### config.mk
export PLATFORM = sky130hd
export DESIGN_NAME = noc_inject_queue
export DESIGN_NICKNAME = d
export VERILOG_FILES = /design/src/rtl/noc_inject_queue.sv
export SDC_FILE = /design/constraint.sdc
export NUM_CORES = 1
export LEC_CHECK = 0
export ABC_AREA = 1
export CAP_MARGIN = 30
export CORE_AREA = 2 2 221 223
export DETAILED_ROUTE_END_ITERATION = 16
export DIE_AREA = 0 0 223 225
export PLACE_DENSITY = 0.76
export SYNTH_ARGS = -nofsm -noshare
export SYNTH_HDL_FRONTEND = slang
export SYNTH_SLANG_ARGS = --single-unit
### constraint.sdc
create_clock -name clk -period 6.1 [get_ports clk]
set_input_delay 1.83 -clock clk [delete_from_list [all_inputs] [get_ports clk]]
set_output_delay 1.83 -clock clk [all_outputs]
set_load 0.05 [all_outputs]
### src/rtl/noc_inject_queue.sv
// Source-side injection queue: FWFT FIFO between a PE and its router's local port,
// with optional enqueue-cycle timestamping of the payload and occupancy/injection stats.
module noc_inject_queue #(
    parameter int X                 = 4,
    parameter int Y                 = 4,
    parameter int data_width        = 256,
    parameter int pkt_no_field_size = 0,
    parameter int x_size            = $clog2(X),
    parameter int y_size            = $clog2(Y),
    parameter int total_width       = x_size + y_size + data_width + pkt_no_field_size,
    parameter int DEPTH             = 8,
    parameter int STAMP             = 1
) (
    input  logic                       clk,
    input  logic                       rst,
    input  logic [total_width-1:0]     i_data,
    input  logic                       i_valid,
    output logic                       o_ready,
    output logic [total_width-1:0]     o_data,
    output logic                       o_valid,
    input  logic                       i_ready,
    input  logic                       flush,
    output logic [$clog2(DEPTH):0]     o_occupancy,
    output logic [$clog2(DEPTH):0]     o_max_occupancy,
    output logic [31:0]                o_injected_count
);

    localparam int PTR_W = $clog2(DEPTH);
    localparam int CNT_W = PTR_W + 1;
    localparam int HDR_W = x_size + y_size;
    localparam int UP_W  = total_width - HDR_W;

    logic [total_width-1:0] mem [DEPTH];
    logic [PTR_W-1:0]       wr_ptr;
    logic [PTR_W-1:0]       rd_ptr;
    logic [CNT_W-1:0]       count;
    logic [CNT_W-1:0]       next_count;
    logic [CNT_W-1:0]       max_occ;
    logic [31:0]            cycle_cnt;
    logic [31:0]            inj_cnt;
    logic [UP_W-1:0]        upper;
    logic                   push;
    logic                   pop;
    logic                   unused_ok;

    function automatic logic [31:0] sat_inc(input logic [31:0] v);
        return (v == 32'hFFFF_FFFF) ? v : v + 32'd1;
    endfunction

    assign o_ready          = (count != CNT_W'(DEPTH));
    assign o_valid          = (count != '0);
    assign o_data           = mem[rd_ptr];
    assign o_occupancy      = count;
    assign o_max_occupancy  = max_occ;
    assign o_injected_count = inj_cnt;

    assign push = i_valid & o_ready;
    assign pop  = o_valid & i_ready;

    // Some bits of i_data / cycle_cnt are legitimately unused depending on STAMP and widths.
    assign unused_ok = ^{i_data, cycle_cnt};

    generate
        if (STAMP != 0) begin : g_stamp
            if (UP_W > 32) begin : g_ext
                assign upper = {{(UP_W-32){1'b0}}, cycle_cnt};
            end else begin : g_trunc
                assign upper = cycle_cnt[UP_W-1:0];
            end
        end else begin : g_pass
            assign upper = i_data[total_width-1:HDR_W];
        end
    endgenerate

    always_comb begin
        next_count = count;
        if (flush)
            next_count = '0;
        else if (push && !pop)
            next_count = count + CNT_W'(1);
        else if (pop && !push)
            next_count = count - CNT_W'(1);
    end

    always_ff @(posedge clk) begin
        if (rst) begin
            wr_ptr    <= '0;
            rd_ptr    <= '0;
            count     <= '0;
            cycle_cnt <= '0;
            max_occ   <= '0;
            inj_cnt   <= '0;
        end else begin
            cycle_cnt <= cycle_cnt + 32'd1;
            count     <= next_count;
            if (next_count > max_occ)
                max_occ <= next_count;
            if (flush) begin
                wr_ptr <= '0;
                rd_ptr <= '0;
            end else begin
                if (push)
                    wr_ptr <= wr_ptr + PTR_W'(1);
                if (pop) begin
                    rd_ptr  <= rd_ptr + PTR_W'(1);
                    inj_cnt <= sat_inc(inj_cnt);
                end
            end
        end
    end

    // Storage is data-only: no reset, contents behind the pointers are don't-care.
    always_ff @(posedge clk) begin
        if (push && !flush && !rst)
            mem[wr_ptr] <= {upper, i_data[HDR_W-1:0]};
    end

endmodule

Yosys cells after proc, flatten, opt, wreduce, memory -nomap -nowiden. Memory sizes are Yosys's and may differ from the RTL's. A register that Yosys moved wholly into a read port is not among the register bits. Cells that the tools add are included.

Add/subtract/negate cells: 6. $lt $le $gt $ge: 1. Equality and inequality tests: 2. Mux-type cells: 7. Bitwise operators: 4. Reduce and logical (&&, ||, !) cells: 11.

Operators with widths (count): $add A32 B1 Y32 const B (2); $eq A32 B32 Y1 const B (1); $mux W4 (3); $add A3 B1 Y3 const B (2); $mux W3 (2); $add A4 B1 Y4 const B (1); $gt A4 B4 Y1 (1); $logic_and A1 B1 Y1 (4); $logic_not A1 Y1 (4); $ne A4 B4 Y1 const B (1); $reduce_bool A4 Y1 (1); $sub A4 B1 Y4 const B (1); $reduce_and A3 Y1 (1); $and A1 B1 Y1 (2); $mux W1 (2); $not A1 Y1 (2); $reduce_or A2 Y1 (1).

Register bits: 78. Memory bits (writable): 288. Bits of input ports: 265. Word-level logic and storage cells: 38. Memories kept: 1.

Memories: mem (words 8, width 36, rd ports 1, clocked after memory_dff 1, wr ports 1, RTL line 33) `logic [total_width-1:0] mem [DEPTH];`.

Longest topological paths before layout. Gate-level depths: netlist of the first run.

Depth after elaboration: 8. Depth in mapped cells: 20. Depth with buffers taken out: 20.

Worst setup path after synthesis of the first run. No wires, ideal clock.

Path type: input to register. Start point: input i_valid. End point: memory mem[0][0] in the netlist's numbering (enable). Data arrival time: 4742 ps. Required time: 5626 ps. Path slack: 883 ps. Stages on the path: 4. Path buffers: 0. Cell sequence: inv_1 -> nor2_1 -> nand2_1 -> nor3_1.

Cells in the longest elaborated chain, start to end: 5.

Ends and longest elaborated chain: start: declaration (RTL line 17) `input logic i_valid,`; $and A1 B1 Y1 (RTL line 57) `assign push = i_valid & o_ready;`; $logic_and A1 B1 Y1 (2 in series) (RTL line 114) `if (push && !flush && !rst)`; $mux W1 (RTL line 114); $mux W1 (implied by the code) (RTL line 115) `mem[wr_ptr] <= {upper, i_data[HDR_W-1:0]};`; end: declaration (RTL line 33).

No other way between the ends.

==> flow_metrics.tcl, run 1 <==
set metrics [dict create \
    wl_per_cell_um 15.43 \
    slew_violations 0 \
    dieHeight_um 225 \
    num_vias 12090 \
    busiest_layer "met2" \
    tightest_slew_ns 0.7327 \
    area_delta_synth_final_pct 10.64 \
    final-seq-area_um2 10280 \
    grt_pass1_wl_um 58420 \
    use_met2_pct 25.10 \
    tns_ns 0 \
    status "finished, final reports clean" \
    ir_worst_vdd_v 0.0002625 \
    path_clk_slew_ns 0.05 \
    relSlewSlack_pct 51.15 \
    grtUsageMet3_pct 2.803 \
    grt_util_met1_pct 18.59 \
    crit_family "buffers and inverters" \
    multi_input_area_um2 5834 \
    max_clock_freq_ghz 0.1939 \
    place.gp.congestion 0.8904 \
    clk_path_buf_depth 3 \
    worst-path-buf-inv 2 \
    cpPeakStageDelay_ns 0.84 \
    critical_path_class "flip-flop to output pin" \
    die_area_um2 50180 \
    hold_buffers 0 \
    r2r_end "o_max_occupancy[3]$_SDFFE_PP0N_" \
    dp_hpwl_um 22890 \
    synth.distinct_cells 40 \
    grt.overflow.total 0 \
    dp_slack_ns 1.439 \
    start_kind "flip-flop" \
    clock_skew_ns 0.01921 \
    hold_class "flip-flop to flip-flop" \
    worstReg2RegStart "o_occupancy[0]$_SDFF_PP0_" \
    r2r_cells 19 \
    cts_resized 0 \
    cp-end-kind "output pin" \
    antenna_found_initial 2 \
    slowest_stage "clkdlybuf4s50_1" \
    final_common_cell "nor2_1" \
    hold_slack_ns 0.4955 \
    ys_ff_latch 369 \
    final.fill_count 4496 \
    async_reset_ff_share_pct 0 \
    synth_top_flop_cell "edfxtp_1" \
    synth-edff-count 288 \
    cts.sinks 369 \
    synth_top_cell_by_area "edfxtp_1" \
    place.port_buffers 86 \
    rsz0062_at_grt "no" \
    ys_warn_count 0 \
    hold_viol 0 \
    rows 80 \
    place_area_um2 18180 \
    cts_setup_buffers 0 \
    total_power_mw 5.727 \
    setup_slack_ns 0.9429 \
    cp_max_fo 70 \
    avgSynthCellArea_um2 9.875 \
    clock_latency_ns 0.54 \
    final_nets 2121 \
    min-delay-start "rd_ptr[0]$_SDFFE_PP0P_" \
    dieWidth_um 223 \
    initial_core_util_pct 36.78 \
    crit_top_cell "nand2_1" \
    crit_chain "buf_4 -> nor2_1 -> o32ai_1 -> nand2_1 -> nand2_1 -> clkdlybuf4s50_1" \
    drv_cap 0 \
    wl_um 38450 \
    grt_max_degree 90 \
    mostFrequentLayoutCells "nor2_1 (333), nand2_1 (330), edfxtp_1 (288)" \
    design_area_um2 19350 \
    synth_cells 1771 \
    core_um2 47550 \
    route.detailed.drc 0 \
    htreeDepth 2 \
    syn_area_um2 17490 \
    first_global_vias 11240 \
    synth.area.top_cells "edfxtp_1 (49%), buf_4 (9.6%), dfxtp_1 (9.3%)" \
    cts_tree "built" \
    ioPinCount 567 \
    via_per_inst 4.852 \
    required_ns 4.27 \
    fin_crit_ns 5.157 \
    dr.first_iter.drc_count 1052 \
    dr.pass1.iters 5 \
    cp.arrival_ns 3.33 \
    clock-root-buffer "clkbuf_16" \
    final_antenna_net_count 0 \
    yosysTopAreaCellShare_pct 49.45 \
    setup_viol 0 \
    numCtsBuffers 38 \
    track_usage_pct 14.56 \
    min_path_cells 1 \
    finalCritPeriodShare_pct 84.54 \
    power_density_nw_per_um2 296.0 \
    drive_gt1_share_pct 6.077 \
    rrSetupSlack_ns 2.74 \
    seq_area_frac_synth_pct 58.73 \
    power.static_leakage_nw 7.020 \
]
==> layout make-up <==
cell class | count | area share [%]
Antenna cell | 1 | 0.01293
Clock buffer | 49 | 5.238
Clock inverter | 21 | 0.7695
Inverter | 79 | 1.558
Multi-Input combinational cell | 1256 | 30.15
Sequential cell | 369 | 53.12
Tap cell | 615 | 3.977
Timing Repair Buffer | 102 | 5.173
==> layer usage <==
layer  up-vias  part of all wire (%)
li1       5709                     -
met2       550                    48
met5         -                 0.029
met4         2                   1.9
met3        63                   7.9
met1      5766                    42
==> sequential cells by signal, indices dropped and copies added (netlist names), named ones only <==
signal	count
wr_ptr	3
o_injected_count	32
cycle_cnt	32
o_occupancy	4
mem	288
o_max_occupancy	4
rd_ptr	3
==> report_power, final <==
group          internal [mW]  total, mW  switching, mW
Combinational          0.153      0.799          0.646
Clock                   1.23       2.18          0.956
Sequential              2.71       2.74         0.0318
==> through the flow <==
stage	util, %	std cells
6_report	40.69	2492
5_1_grt	40.69	2491
2_1_floorplan	-	1994
3_5_place_dp	38.24	2421
4_1_cts	40.69	2491
3_3_place_gp	38.24	2421
==> Yosys cell counts (12+ instances only) <==
cell type,number
nor2_1,337
buf_4,224
inv_1,75
a21oi_1,46
clkbuf_1,48
a21oi_2,12
o21ai_0,93
dfxtp_1,81
nand2_1,330
o32ai_1,72
nand3b_1,15
nor3_1,13
nand2_2,12
nand4_1,12
edfxtp_1,288
nand3_1,45
==> worst max-delay path by stage <==
stage	slack, ns	end	from	cells after the start
2_1_floorplan	0.88	mem[0][0]$_DFFE_PP_	i_valid	4
3_3_place_gp	1.51	o_data[17]	flip-flop	7
3_5_place_dp	1.44	o_max_occupancy[3]$_SDFFE_PP0N_	i_valid	17
4_1_cts	0.92	o_data[17]	flip-flop	7
5_1_grt	0.68	o_data[8]	flip-flop	6
6_report	0.94	o_data[8]	flip-flop	6
==> logic make-up (layout without fill, tap and decap cells) <==
logic type | after synthesis | after routing | synth area share [%]
adders and majority gates | 10 | 10 | 0.7155
and+or+nand+nor | 777 | 777 | 18.28
other | 1 | 225 | 0.02144
DFF | 369 | 369 | 58.73
buffers and inverters | 369 | 251 | 12.99
AOI/OAI and AO/OA | 225 | 225 | 8.271
xor gates and xnor gates | 20 | 20 | 1.002
Note: power is estimated with default switching activity, not from simulation.
==> run 2, diff against run 1 <==
- clock period: 6.1 -> 5.25 ns (I/O delays scaled with it)
==> flow_metrics.tcl, run 2 (synthesis gave the netlist of run 1 again) <==
set metrics [dict create \
    status "finished, final reports clean" \
    mostFrequentLayoutCells "nor2_1 (333), nand2_1 (330), edfxtp_1 (288)" \
    place.gp.congestion 0.9033 \
    cts_tree "built" \
    path_clk_slew_ns 0.05 \
    htreeDepth 2 \
    antenna_found_initial 1 \
    clk_path_buf_depth 3 \
    clock_skew_ns 0.01899 \
    grt_pass1_wl_um 58130 \
    largest_register_ffs 288 \
    place.port_buffers 86 \
    route.detailed.drc 0 \
    ioPinCount 567 \
    wl_um 38020 \
    dr.pass1.iters 5 \
    final_common_cell "nor2_1" \
    dieHeight_um 225 \
    clkPwrFrac_pct 40.9 \
    final_nets 2121 \
    track_usage_pct 14.45 \
    place_area_um2 18090 \
    final_antenna_net_count 0 \
    num_vias 11960 \
    regMostFlops "mem" \
    required_ns 3.68 \
    numCtsBuffers 39 \
    power_density_nw_per_um2 357.3 \
    area_delta_synth_final_pct 11.15 \
    setup_slack_ns 0.6847 \
    first_global_vias 11150 \
    p_int_mw 5.042 \
    clock-root-buffer "clkbuf_16" \
    via_per_inst 4.802 \
    hold_class "flip-flop to flip-flop" \
    cp.arrival_ns 2.99 \
    relSlewSlack_pct 40.65 \
    slew_violations 0 \
    sw_frac_of_total_pct 27.41 \
    fin_cells 2491 \
    dp.cells 2420 \
    drv_cap 0 \
    setup_viol 0 \
    switchingPower_mw 1.904 \
    tns_ns 0 \
    start_kind "flip-flop" \
    finalCritPeriodShare_pct 86.96 \
    max_clock_freq_ghz 0.2190 \
    dieWidth_um 223 \
    core_um2 47550 \
    die_area_um2 50180 \
    clock_latency_ns 0.53 \
    critical_path_class "flip-flop to output pin" \
    power.static_leakage_nw 7.133 \
    hold_viol 0 \
    seqPwrFrac_pct 46.0 \
    diodes 0 \
    grt_max_degree 91 \
    tightest_slew_ns 0.8902 \
    utilization_pct 40.88 \
    cts_setup_buffers 0 \
    dp_slack_ns 0.8671 \
    cp-end-kind "output pin" \
    cp_max_fo 90 \
    hold_buffers 0 \
    initial_core_util_pct 36.78 \
    pwr-share-comb_pct 13.1 \
    design_area_um2 19440 \
    cts.sinks 369 \
    dr.first_iter.drc_count 1105 \
    cts_resized 0 \
    rsz0062_at_grt "no" \
    wl_per_cell_um 15.26 \
    drive_gt1_share_pct 8.635 \
    rows 80 \
    ir_worst_vdd_v 0.0002697 \
    dp_hpwl_um 22790 \
    grt.overflow.total 0 \
    fin_crit_ns 4.565 \
]
run 2: cell types whose count changed in the layout (fill, tap and decap cells not counted), sizes merged:
cell | previous run | this run
clkinvlp | 3 | 5
diode | 1 | 0
clkbuf | 49 | 52
buf | 17 | 52
bufinv | 1 | 5
clkinv | 15 | 10
clkdlybuf4s50 | 85 | 49
inv | 81 | 78
run 2: power groups by stage:
stage	combinational (mW)	clock, mW	sequential [mW]
floorplan	0.826	0	3.30
global placement	0.896	0	3.25
detailed placement	0.909	0	3.25
CTS	0.911	2.90	3.19
global route	0.973	3.01	3.20
finish	0.913	2.84	3.19
run 2: cell type report:
cell class | count | area [um^2]
Timing Repair Buffer | 101 | 903.4
Sequential cell | 369 | 10280
Clock buffer | 52 | 1095
Fill cell | 4462 | 28110
Tap cell | 615 | 769.5
Inverter | 79 | 301.5
Clock inverter | 19 | 256.5
Multi-Input combinational cell | 1256 | 5834
run 2: metal layers:
layer	vias to the layer above	track usage, %	wire length, um
li1	5715	-	-
met3	59	2.568	2832
met5	-	0	13
met4	2	4.222	868
met1	5667	18.70	16090
met2	520	24.82	18220
run 2: worst paths after layout:
kind                            cells after the start                               to  slack (ns)                      start
worst max-delay path                                6                       o_data[13]        0.68                  flip-flop
worst min-delay path                                1           rd_ptr[0]$_SDFFE_PP0P_        0.49     rd_ptr[0]$_SDFFE_PP0P_
worst max register to register                     19  o_max_occupancy[0]$_SDFFE_PP0N_        1.95  o_occupancy[0]$_SDFF_PP0_
worst min register to register                      1           rd_ptr[0]$_SDFFE_PP0P_        0.49     rd_ptr[0]$_SDFFE_PP0P_
run 2: metrics by stage:
step	power (mW)	hold slack [ns]
after detailed placement	4.164	0.4777
after global routing	7.183	0.5354
after floorplan	4.124	0.4476
after CTS	7.001	0.4892
after global placement	4.149	0.4628
final	6.946	0.4912
run 2: critical path, cell delays in order (launching register included):
cell	delay, ns
dfxtp_4	0.72
buf_4	0.80
nor2_1	0.12
o32ai_1	0.29
nand2_1	0.10
nand2_1	0.19
buf_4	0.23
==> run 3, diff against run 2 <==
- GPL_TIMING_DRIVEN: unset -> 0
- SETUP_SLACK_MARGIN: unset -> 0.5
==> flow_metrics.tcl, run 3 (synthesis gave the netlist of run 1 again) <==
set metrics [dict create \
    clock_latency_ns 0.53 \
    r2r_cells 10 \
    min-delay-start "rd_ptr[0]$_SDFFE_PP0P_" \
    ir_worst_vdd_v 0.0002430 \
    rsz0062_at_grt "no" \
    area_delta_synth_final_pct 23.21 \
    regMostFlops "mem" \
    cp_max_fo 10 \
    clock_skew_ns 0.01560 \
    diodes 0 \
    dp_slack_ns 0.6225 \
    cp-end-kind "output pin" \
    wl_um 44550 \
    dp_hpwl_um 30590 \
    final-seq-area_um2 10270 \
    cts_tree "built" \
    power_density_nw_per_um2 324.0 \
    dieHeight_um 225 \
    hold_class "flip-flop to flip-flop" \
    place.port_buffers 86 \
    place.gp.congestion 0.8892 \
    critical_path_class "flip-flop to output pin" \
    numCtsBuffers 38 \
    setup_viol 0 \
    grt_max_degree 29 \
    worstReg2RegStart "o_occupancy[0]$_SDFF_PP0_" \
    final_common_cell "nor2_1" \
    fin_cells 2778 \
    route.detailed.drc 0 \
    setup_slack_ns 0.5488 \
    initial_core_util_pct 36.78 \
    rows 80 \
    dr.pass1.iters 7 \
    cts.sinks 369 \
    grt.overflow.total 0 \
    cp.arrival_ns 3.13 \
    finalCritPeriodShare_pct 89.55 \
    ioPinCount 567 \
    final_nets 2411 \
    rrSetupSlack_ns 1.80 \
    dieWidth_um 223 \
    dp.cells 2711 \
    via_per_inst 4.825 \
    hold_viol 0 \
    first_global_vias 12850 \
    utilization_pct 45.32 \
    die_area_um2 50180 \
    status "finished, final reports clean" \
    required_ns 3.68 \
    grt_pass1_wl_um 67900 \
    min_path_cells 1 \
    slew_violations 0 \
    clock-root-buffer "clkbuf_16" \
    r2r_end "mem[2][33]$_DFFE_PP_" \
    max_clock_freq_ghz 0.2127 \
    antenna_found_initial 0 \
    clk_path_buf_depth 3 \
    drive_gt1_share_pct 16.97 \
    track_usage_pct 17.06 \
    relSlewSlack_pct 47.84 \
    tightest_slew_ns 0.7781 \
    drv_cap 0 \
    mostFrequentLayoutCells "nor2_1 (333), nand2_1 (330), edfxtp_1 (288)" \
    num_vias 13400 \
    path_clk_slew_ns 0.06 \
    dr.first_iter.drc_count 1185 \
    hold_slack_ns 0.4972 \
    htreeDepth 2 \
    start_kind "flip-flop" \
    power.static_leakage_nw 8.672 \
    largest_register_ffs 288 \
    min_to "rd_ptr[0]$_SDFFE_PP0P_" \
    final_antenna_net_count 0 \
    multi_input_area_um2 5841 \
    final.fill_count 4344 \
    fin_crit_ns 4.701 \
    wl_per_cell_um 16.04 \
    core_um2 47550 \
    hold_buffers 0 \
]
run 3: cell count changes in the layout (fill, tap and decap cells not counted), sizes merged:
cell / previous run / this run
buf: 52 / 258
clkbuf: 52 / 94
dlygate4sd2: 0 / 19
dlymetal6s2s: 0 / 17
inv: 78 / 81
clkinv: 10 / 12
clkinvlp: 5 / 3
bufinv: 5 / 4
clkdlybuf4s50: 49 / 50
run 3: final cells by class:
| type | instances | area share [%] |
|---|---|---|
| clock buffers | 46 | 4.651 |
| repair buffers | 102 | 5.267 |
| flip-flops and latches | 369 | 47.66 |
| well taps | 615 | 3.571 |
| clock inverters | 21 | 1.121 |
| inverters | 79 | 1.388 |
| plain buffers | 290 | 9.233 |
| multi-input cells | 1256 | 27.11 |
run 3: repair_timing:
action / 4_1_cts / 5_1_grt
setup endpoints to repair: 36 / 17
resized for setup: 32 / 19
buffers inserted: 0 / 0
run 3: per-layer routing:
layer	part of all wire (%)	up-vias	track usage, %
li1	-	6298	-
met1	41	6279	22.43
met2	47	736	28.67
met3	9.7	90	3.064
met4	2.6	0	5.326
met5	0	-	0
run 3: stage by stage:
stage	cell area [um^2]	setup TNS, ns	power, mW
4_1_cts	21500	0	7.002
5_1_grt	21550	0	7.194
3_3_place_gp	19960	-398.80	4.322
6_report	21550	0	6.980
3_5_place_dp	20270	0	4.342
2_1_floorplan	18330	0	4.125
run 3: worst max-delay path, stage by stage, from the launching register on:
cell	delay [ns]
dfxtp_1	0.29
buf_2	0.21
inv_2	0.21
buf_2	0.36
clkbuf_2	0.35
nor2_1	0.12
o32ai_1	0.17
nand2_1	0.15
nand2_1	0.16
dlygate4sd2_1	0.55
run 3: where the power goes:
group | switching [mW] | internal (mW) | total (mW) | leakage, nW
clock network | 1.12 | 1.57 | 2.70 | 0.599
logic | 0.810 | 0.293 | 1.10 | 4.74
registers | 0.0303 | 3.15 | 3.18 | 3.33
total | 1.96 | 5.02 | 6.98 | 8.67
run 3: how the worst max path moves through the flow:
stage,endpoint,slack (ns),depth (start not counted)
2_1_floorplan,mem[0][0]$_DFFE_PP_,0.29,4
6_report,o_data[17],0.55,9
5_1_grt,o_data[14],0.51,8
3_3_place_gp,mem[0][33]$_DFFE_PP_,-2.56,5
4_1_cts,o_data[4],0.51,8
3_5_place_dp,mem[2][34]$_DFFE_PP_,0.62,8
==> patch 1, RTL diff (settings of run 1) <==
Change the parameter `pkt_no_field_size` from 0 to 1.
--- a/src/rtl/noc_inject_queue.sv
+++ b/src/rtl/noc_inject_queue.sv
@@ -5,5 +5,5 @@
     parameter int Y                 = 4,
     parameter int data_width        = 256,
-    parameter int pkt_no_field_size = 0,
+    parameter int pkt_no_field_size = 1,
     parameter int x_size            = $clog2(X),
     parameter int y_size            = $clog2(Y),
Interface: changed (resized i_data and o_data); port bits go from 567 to 569. No check against the original RTL was run, so the function may have changed too.
==> patch 1 against run 1 <==
Sequential cell count unchanged. Setup slack got worse by 0.059 ns. Non-clock buffer count decreased by 1. Cell area hardly changed. Area after synthesis about the same. Die area unchanged. Via count is 1.4% lower. Wire length is 1.5% lower. Highest routed layer unchanged. Critical path type unchanged. Total power down 0.30%.
==> patch 1: results (changes against run 1) <==
stage,metric,value,unit,change
synthesis,synthMuxAreaShare,0,%,unchanged
finish,regMostFlops,mem,,
clock_tree,post_cts_resized,0,,unchanged
power,switchingPower,1.62,mW,-0.87%
synthesis,synthAdderAreaFrac,0.715,%,about the same
clock_tree,post_cts_buffers,0,,unchanged
worst_setup_path,path_max_fanout,46,,-34%
min_path,holdCritPathClass,flip-flop to flip-flop,,
timing,skew,0.0236,ns,+0.00434 ns
outcome,status,"finished, final reports clean",,
synthesis,synth_xor_xnor_area_share,1.00,%,about the same
route,vias_per_cell,4.79,,-1.2%
finish,nets,2121,,unchanged
synthesis,yosysWarningCount,0,,unchanged
synthesis,synth_compound_area_share,8.27,%,about the same
route,initialDrtViolationCount,1064,,+1.1%
power,max-vdd-ir-drop,319,uV,+21%
global_route,grt_pass1_vias,10987,,-2.3%
timing,maxSlewHeadroom,52.2,%,+1.0 points
global_route,grt_util_all_layers,14.4,%,-0.16 points
finish,fill_cells,4459,,-0.82%
clock_tree,numCtsBuffers,37,,-2.6%
synthesis,synth.area.top_cells,"edfxtp_1 (49%), buf_4 (9.7%), dfxtp_1 (9.3%)",,
clock_tree,cts_buffer_depth,3,,unchanged
finish,diodes,0,,-1
power,leakagePower,7.02,nW,about the same
finish,largest_register_ffs,288,,unchanged
route,drtPass1Iterations,6,,+1
placed_design,dp_hpwl,22300,um,-2.4%
finish,drive_gt1_share,6.09,%,+0.0097 points
synthesis,netlist_top_cells_count,"nor2_1 (337), nand2_1 (330), edfxtp_1 (288)",,
global_route,antenna_found_initial,1,,-1
synthesis,synth_edf_count,288,,unchanged
global_route,grt_pass1_wl,57800,um,-1.1%
synthesis,async_flop_share,0,%,unchanged
synthesis,ys_dominant_reg_cell,edfxtp_1,,
route,routedWlPerCell,15.2,um,-1.4%
synthesis,yosysUniqueCellTypes,40,,unchanged
clock_tree,clock_latency,0.53,ns,
clock_tree,clk_pin_slew,0.06,ns,
global_route,grt_max_degree,101,,+12%
placed_design,port_buffers,86,,unchanged
worst_setup_path,cp_data_arrival_time,3.39,ns,+0.06 ns
synthesis,synth_top_family_by_area,simple AND/OR/NAND/NOR gates,,
clock_tree,cts_root_buf,clkbuf_16,,
clock_tree,cts_max_level,2,,unchanged
placed_design,routabilityCongestion,0.866,,-2.8%
synthesis,yosysSeqAreaShare,58.7,%,about the same
==> patch 1: per-stage QoR <==
stage,hold slack [ns],setup slack (ns),instances,instance area [um2]
floorplan,0.448,0.883,1996,18300
global placement,0.463,1.55,2421,18200
detailed placement,0.474,1.46,2421,18200
CTS,0.485,0.877,2488,19300
global route,0.541,0.708,2488,19300
finish,0.497,0.884,2488,19300
==> patch 1: path summary, 6_finish.rpt <==
path                             start                         endpoint  slack (ns)  cells past startpoint
max                          flip-flop                       o_data[12]        0.88                      7
max reg2reg  o_occupancy[0]$_SDFF_PP0_  o_max_occupancy[2]$_SDFFE_PP0N_        2.80                     19
min reg2reg     rd_ptr[0]$_SDFFE_PP0P_                        flip-flop        0.50                      1
min             rd_ptr[0]$_SDFFE_PP0P_                        flip-flop        0.50                      1
==> patch 1: critical path: stages, from the launching register on <==
cell	delay (ns)
dfxtp_4	0.49
inv_4	0.46
buf_4	0.38
nor2_1	0.09
o32ai_1	0.29
nand2_1	0.11
nand2_1	0.16
clkdlybuf4s50_1	0.82
==> patch 1: cell families (layout without fill, tap and decap cells) <==
family                   Yosys count  in the layout
AO/OA/AOI/OAI                    225            225
XOR/XNOR                          20             20
adder cells (fa/ha/maj)           10             10
buffers and inverters            370            247
flip-flops                       369            369
other                              1            225
AND/OR/NAND/NOR                  777            777
==> patch 1: power by group through the flow <==
stage | registers (mW) | logic (mW) | clock network [mW]
after floorplan | 2.84 | 0.713 | 0
after global placement | 2.80 | 0.783 | 0
after detailed placement | 2.80 | 0.793 | 0
after CTS | 2.74 | 0.796 | 2.21
after global routing | 2.75 | 0.845 | 2.31
final | 2.74 | 0.798 | 2.17
==> patch 1: layer usage <==
| layer | vias to the layer above | track usage [%] | share of wire, % |
|---|---|---|---|
| li1 | 5695 | - | - |
| met1 | 5650 | 18.8 | 42 |
| met2 | 524 | 24.4 | 48 |
| met3 | 55 | 2.82 | 7.8 |
| met4 | 2 | 3.96 | 1.8 |
| met5 | - | 0 | 0.034 |
==> patch 1: area by class of cell <==
class	count	area [um2]	area share [%]
flip-flops and latches	369	10300	53.1
multi-input cells	1257	5840	30.2
clock buffers	53	1020	5.26
repair buffers	101	1010	5.20
well taps	615	769	3.98
inverters	79	302	1.56
clock inverters	14	136	0.705
==> patch 2, RTL diff (config.mk and constraints of run 1) <==
Made on the original files. Put one more register stage on the output `o_injected_count`, without a reset. The value now appears one clock later. The other outputs are not delayed to match.
--- a/src/rtl/noc_inject_queue.sv
+++ b/src/rtl/noc_inject_queue.sv
@@ -53,5 +53,7 @@
     assign o_occupancy      = count;
     assign o_max_occupancy  = max_occ;
-    assign o_injected_count = inj_cnt;
+    always_ff @(posedge clk) begin
+        o_injected_count <= inj_cnt;
+    end
 
     assign push = i_valid & o_ready;
Function: changed (a bounded check fails within 4 cycles, from zero or initial values and one cycle with rst high).
==> patch 2 against run 1 <==
Wire length up 2.8%. Register-to-register slack improved by 0.40 ns. Setup slack got worse by 0.0089 ns. Sequential cell count grew 32. Total power is 6.2% higher. Area after synthesis increased by 3.0%. Cell area grew 3.5%. Combinational power decreased by 8.1%. Critical path type unchanged. Critical endpoint is now o_data[14]. Highest routed layer is now met4.
==> patch 2: results (changes against run 1) <==
stage,metric,value,unit,change
worst_setup_path,path_max_fanout,50,,-29%
synthesis,avgSynthCellArea,10.0,um2,+1.5%
placed_design,place_area,18700,um2,+3.0%
global_route,grt_pass1_wl,60900,um,+4.3%
synthesis,netlist_top_cells_count,"nor2_1 (338), nand2_1 (334), edfxtp_1 (288)",,
finish,drive_gt1_share,5.92,%,-0.15 points
min_path,worstHoldStart,inj_cnt[28]$_SDFFE_PP0P_,,
power,max-vdd-ir-drop,232,uV,-12%
route,met1Wirelength,16200,um,+1.5%
power,p_per_area,304,nW/um2,+2.6%
power,leakagePower,7.16,nW,+2.0%
placed_design,place_ws,1.47,ns,+0.0262 ns
synthesis,synth_xor_xnor_area_share,1.02,%,+0.020 points
outcome,status,"finished, final reports clean",,
synthesis,yosysSeqAreaShare,60.6,%,+1.9 points
global_route,grt_use_met3,3.26,%,+0.46 points
finish,num-multi-input-gates,1251,,-0.40%
timing,skew,0.0120,ns,-0.00724 ns
finish,nClkBuffers,51,,+4.1%
worst_setup_path,cp_data_arrival_time,3.34,ns,about the same
global_route,grtUsageMet2,26.0,%,+0.87 points
finish,multi_input_area,5720,um2,-1.9%
synthesis,synth_top_area_share,48.0,%,-1.4 points
global_route,grt_util_all_layers,15.2,%,+0.65 points
synthesis,synthAdderAreaFrac,0.695,%,-0.021 points
patch 2: worst paths after layout:
| kind | endpoint | slack, ns | depth (start not counted) |
|---|---|---|---|
| hold reg to reg | o_injected_count[28]$_DFF_P_ | 0.39 | 0 |
| setup reg to reg | mem[3][8]$_DFFE_PP_ | 3.14 | 11 |
| setup / recovery | o_data[14] | 0.93 | 6 |
| hold / removal | o_injected_count[28]$_DFF_P_ | 0.39 | 0 |
patch 2: power breakdown:
part	switching [mW]	internal (mW)	leakage, nW
sequential	0.0330	2.92	3.54
clock	1.05	1.36	0.646
combinational	0.600	0.134	2.98
total	1.68	4.41	7.16
patch 2: cells by family (layout without fill, tap and decap cells):
logic type / after synthesis / after routing
XOR/XNOR: 21 / 21
AO/OA/AOI/OAI: 224 / 224
AND/OR/NAND/NOR: 772 / 772
flip-flops: 401 / 401
other: 1 / 226
buffers and inverters: 368 / 256
adder cells (fa/ha/maj): 10 / 10
